==> config.mk <==
export PLATFORM = sky130hd
export DESIGN_NAME = tdm_demux_bmsce
export DESIGN_NICKNAME = d
export VERILOG_FILES = /design/src/rtl/tdm_demux_pkg.sv /design/src/rtl/tdm_edge_sync.sv /design/src/rtl/tdm_demux_bmsce.sv
export SDC_FILE = /design/constraint.sdc
export NUM_CORES = 1
export LEC_CHECK = 0
export CORE_MARGIN = 5
export CORE_UTILIZATION = 45
export CTS_CLUSTER_SIZE = 24
export DETAILED_ROUTE_END_ITERATION = 8
export PLACE_DENSITY = 0.79
export SYNTH_ARGS = -nofsm -noshare
export SYNTH_HDL_FRONTEND = slang
export SYNTH_HIERARCHICAL = 1
export SYNTH_SLANG_ARGS = --single-unit
export TNS_END_PERCENT = 10
==> constraint.sdc <==
create_clock -name clk -period 2.31 [get_ports clk]
set_input_delay 0.3465 -clock clk [delete_from_list [all_inputs] [get_ports clk]]
set_output_delay 0.3465 -clock clk [all_outputs]
set_load 0.01 [all_outputs]
==> src/rtl/tdm_demux_pkg.sv <==
// Shared definitions for the TDM 1-to-8 demultiplexer: FSM states, pin and status bit positions.
package tdm_demux_pkg;

   typedef enum logic {
      HUNT   = 1'b0,
      LOCKED = 1'b1
   } state_t;

   localparam int DATA_BIT = 0;
   localparam int SYNC_BIT = 1;
   localparam int STB_BIT  = 2;

   localparam int DONE_BIT = 3;
   localparam int ERR_BIT  = 4;
   localparam int LOCK_BIT = 5;

   localparam logic [7:0] UIO_OE_VAL = 8'h3F;

endpackage

==> src/rtl/tdm_edge_sync.sv <==
// Input conditioning for the TDM demux: optional two-flop synchronizer (TDM_DEMUX_SYNC_EN)
// followed by a strobe rising-edge detector; data and sync come from the same stage as the strobe.
module tdm_edge_sync
   import tdm_demux_pkg::*;
(
   input  logic       clk,
   input  logic       rst_n,
   input  logic [2:0] pins_i,
   output logic       sample_o,
   output logic       data_o,
   output logic       sync_o
);

   logic [2:0] cond;
   logic       stb_prev_q;

`ifdef TDM_DEMUX_SYNC_EN
   logic [2:0] meta_q;
   logic [2:0] stable_q;

   always_ff @(posedge clk or negedge rst_n) begin
      if (!rst_n) begin
         meta_q   <= '0;
         stable_q <= '0;
      end else begin
         meta_q   <= pins_i;
         stable_q <= meta_q;
      end
   end

   assign cond = stable_q;
`else
   assign cond = pins_i;
`endif

   always_ff @(posedge clk or negedge rst_n) begin
      if (!rst_n) begin
         stb_prev_q <= 1'b0;
      end else begin
         stb_prev_q <= cond[STB_BIT];
      end
   end

   assign sample_o = cond[STB_BIT] & ~stb_prev_q;
   assign data_o   = cond[DATA_BIT];
   assign sync_o   = cond[SYNC_BIT];

endmodule

==> src/rtl/tdm_demux_bmsce.sv <==
// TDM 1-to-8 demultiplexer (Tiny Tapeout user design). Define TDM_DEMUX_SYNC_EN to enable
// the two-flop input synchronizer; otherwise the pins must already be synchronous to clk.
module tdm_demux_bmsce
   import tdm_demux_pkg::*;
#(
   parameter int SLOTS = 8
) (
   input  logic       clk,
   input  logic       rst_n,
   input  logic       ena,
   input  logic [7:0] ui_in,
   input  logic [7:0] uio_in,
   output logic [7:0] uo_out,
   output logic [7:0] uio_out,
   output logic [7:0] uio_oe
);

   localparam logic [2:0] LAST_SLOT = 3'(SLOTS - 1);

   logic       sample;
   logic       data;
   logic       sync;

   state_t     state_q, state_d;
   logic [2:0] slot_q, slot_d;
   logic [7:0] shadow_q, shadow_d;
   logic [7:0] frame_q, frame_d;
   logic       done_q, done_d;
   logic       err_q, err_d;

   logic       unused_ok;
   assign unused_ok = &{1'b0, ena, ui_in[7:3], uio_in};

   tdm_edge_sync u_edge_sync (
      .clk      (clk),
      .rst_n    (rst_n),
      .pins_i   (ui_in[2:0]),
      .sample_o (sample),
      .data_o   (data),
      .sync_o   (sync)
   );

   always_comb begin
      state_d  = state_q;
      slot_d   = slot_q;
      shadow_d = shadow_q;
      frame_d  = frame_q;
      done_d   = 1'b0;
      err_d    = 1'b0;
      if (sample) begin
         case (state_q)
            HUNT: begin
               if (sync) begin
                  shadow_d = {7'd0, data};
                  slot_d   = 3'd1;
                  state_d  = LOCKED;
               end
            end
            default: begin
               // A sync always restarts the frame; it is only an error when it arrives early.
               if (sync) begin
                  err_d    = (slot_q != 3'd0);
                  shadow_d = {7'd0, data};
                  slot_d   = 3'd1;
               end else if (slot_q == 3'd0) begin
                  err_d    = 1'b1;
                  state_d  = HUNT;
                  shadow_d = '0;
               end else if (slot_q == LAST_SLOT) begin
                  frame_d         = shadow_q;
                  frame_d[slot_q] = data;
                  shadow_d        = '0;
                  slot_d          = 3'd0;
                  done_d          = 1'b1;
               end else begin
                  shadow_d[slot_q] = data;
                  slot_d           = slot_q + 3'd1;
               end
            end
         endcase
      end
   end

   always_ff @(posedge clk or negedge rst_n) begin
      if (!rst_n) begin
         state_q  <= HUNT;
         slot_q   <= '0;
         shadow_q <= '0;
         frame_q  <= '0;
         done_q   <= 1'b0;
         err_q    <= 1'b0;
      end else begin
         state_q  <= state_d;
         slot_q   <= slot_d;
         shadow_q <= shadow_d;
         frame_q  <= frame_d;
         done_q   <= done_d;
         err_q    <= err_d;
      end
   end

   // Slots never index past SLOTS-1, so unused channels stay 0.
   assign uo_out = frame_q;

   always_comb begin
      uio_out           = '0;
      uio_out[2:0]      = slot_q;
      uio_out[DONE_BIT] = done_q;
      uio_out[ERR_BIT]  = err_q;
      uio_out[LOCK_BIT] = (state_q == LOCKED);
   end

   assign uio_oe = UIO_OE_VAL;

endmodule

==> flow_summary.toml <==
[clock_network]
htree_num_levels = 1
clock-root-buffer = "clkbuf_4"
cts-resized-gates = 0
clk_pin_slew_ns = 0.13
clock_sinks = 23
clk_latency_ns = 0.31
cts_setup_buffers = 0
cts.path.max_buffers = 2
cts_tree = "yes"
ctsHoldBuffers = 0
cts_buffers = 3

[run_status]
status = "finished, final reports clean"

[routing]
routed_via_density = 5.10
finalWirelength_um = 2180
drtAntennaViolNets = 0
via_count = 842
drc = 0
routedWlPerCell_um = 13.2
dr.pass1.iters = 4
drt_iter0_drc = 7

[sta]
period_share = 0.829
whs_ns = 0.370
hold_violations = 0
rsz0062_at_grt = "no"
slew_headroom = 0.633
setup_violations = 0
setup_tns_ns = 0
worstMarginPinSlew_ns = 0.547
fmax_mhz = 522
fin_worst_skew_ns = 0.00815
period_needed_ns = 1.91
drv_slew = 0

[floorplan]
io_pins = 43
die-width_um = 63.3
rows = 19
die_area_um2 = 4000
core_area_um2 = 2730
start_util = 0.467
die_y_um = 63.3

[place]
portBuffers = 18
dp_hpwl_um = 1610
place_congestion = 0.732
place_inst = 161

[layout]
drive_gt1_frac = 0.127
antenna_cells = 0
syn2layout_area_growth_pct = 9.79
fin_util = 0.513
nNetsFinal = 159
fin_cells = 165

[power_and_ir_drop]
peakVddDrop_uv = 516
p_per_area_nw_per_um2 = 844
leakagePower_nw = 0.649

[yosys]
synth_area_leaders = "dfrtp_1, buf_4, mux2i_1"
synth_area_per_cell_um2 = 10.1
syn_area_um2 = 1280
yosysTopAreaCell = "dfrtp_1"
synth_warnings = 6
synth.distinct_cells = 29
ys_seq_area_frac = 0.451
ys_ff_latch = 23
synthCells = 126
yosysTopAreaCellShare = 0.451

[grt]
first_global_vias = 886
overflow = 0
track_usage = 0.118
grt_max_degree = 24
grt_antenna_before_repair = 0
grt_first_pass_wirelength_um = 3830

[worst_setup_path]
crit_type = "register to primary output"
crit_buf_inv = 1
critical_path.max_fanout = 12
worstPathRequired_ns = 1.96
cpMaxStageDelayCell = "dfrtp_1"
crit_arrival_ns = 1.57
cpPeakStageDelay_ns = 0.63
path_delay_family = "flip-flops"
cp-start-kind = "register"
end_kind = "primary output"
worstPathCellList = "clkdlybuf4s50_1"

[min_path]
hold_class = "input pin to asynchronous set/reset pin"

[job]
drv_cap = 0
[routing by layer]
metal | track usage | vias up | routed length, µm
met2 | 0.209 | 18 | 1130
met4 | 0.0649 | 0 | 27
met5 | 0 | - | 0
met3 | 0.0213 | 2 | 74
li1 | - | 414 | -
met1 | 0.132 | 408 | 943
[cell usage after synthesis (all sizes together)]
cell type / instances
or4: 1
nand2: 18
a21oi: 1
nand4: 1
nor3: 1
and3: 1
buf: 20
nor2b: 3
conb: 2
nand3b: 4
inv: 4
ha: 5
o21ai: 19
nand3: 1
nor3b: 4
a31oi: 1
nor4b: 1
a32oi: 1
mux2i: 8
clkbuf: 4
nor2: 1
dfrtp: 23
a22o: 2
[layout by cell type (no fill, tap or decap)]
cell and n:
nand2_1 18, clkdlybuf4s50_1 18, nand3b_1 4, nor4b_1 1
ha_1 5, nor3_1 1, mux2i_1 8, o21ai_2 8
buf_4 2, inv_1 4, nor2b_4 2, or4_4 1
dfrtp_1 23, clkinv_2 1, a32oi_1 1, and3_1 1
nand4_1 1, nor3b_1 4, o21ai_0 10, nand3_1 1
a21oi_1 1, conb_1 10, o21ai_1 1, a22o_1 2
nor2_1 1, a31oi_1 1, clkbuf_4 3, nor2b_1 1
[state kept, by name (all words and copies together), names as in the netlist]
signal and cells:
err_q 1, slot_q 3, uo_out 8, shadow_q 8, state_q 1, u_edge_sync/stb_prev_q 1
done_q 1
[area by class of cell]
class                           instances  area (µm²)
Clock inverter                          1        5.00
Fill cell                             252        1330
Tap cell                               31        38.8
Sequential cell                        23         576
Clock buffer                            3        22.5
Multi-Input combinational cell         83         551
Timing Repair Buffer                   20         195
Inverter                                4        15.0
[report_power, final]
group	internal [W]	total (W)	switching, W
clock network	0.0000646	0.000185	0.000121
registers	0.000457	0.000569	0.000112
logic	0.000227	0.000429	0.000202
total	0.000748	0.00118	0.000435
[cells by family after synthesis]
| logic type | after synthesis | synth area share |
|---|---|---|
| muxes | 8 | 0.0627 |
| AOI/OAI and AO/OA | 24 | 0.127 |
| buffers and inverters | 28 | 0.142 |
| other | 2 | 0.00588 |
| DFF | 23 | 0.451 |
| adders and majority gates | 5 | 0.0490 |
| and+or+nand+nor | 36 | 0.163 |
[through the flow]
stage / worst slack [ns] / cell area (µm²) / power [W]
2_1_floorplan: 0.420 / 1310 / 0.000910
3_3_place_gp: 0.397 / 1380 / 0.000980
3_5_place_dp: 0.359 / 1380 / 0.00101
4_1_cts: 0.379 / 1400 / 0.00120
5_1_grt: 0.294 / 1400 / 0.00127
6_report: 0.396 / 1400 / 0.00118
[worst paths after layout]
check	from	to	slack, ns	cells after the start
max	slot_q[2]$_DFFE_PN0P_	uio_out[2]	0.40	1
min	rst_n	shadow_q[7]$_DFFE_PN0P_	0.37	2
max reg2reg	slot_q[0]$_DFFE_PN0P_	shadow_q[4]$_DFFE_PN0P_	0.40	4
min reg2reg	shadow_q[2]$_DFFE_PN0P_	shadow_q[2]$_DFFE_PN0P_	0.49	2
max in group asynchronous	rst_n	shadow_q[4]$_DFFE_PN0P_	1.71	2
min in group clk	shadow_q[2]$_DFFE_PN0P_	shadow_q[2]$_DFFE_PN0P_	0.49	2
Power figures use the tool's default switching activity.
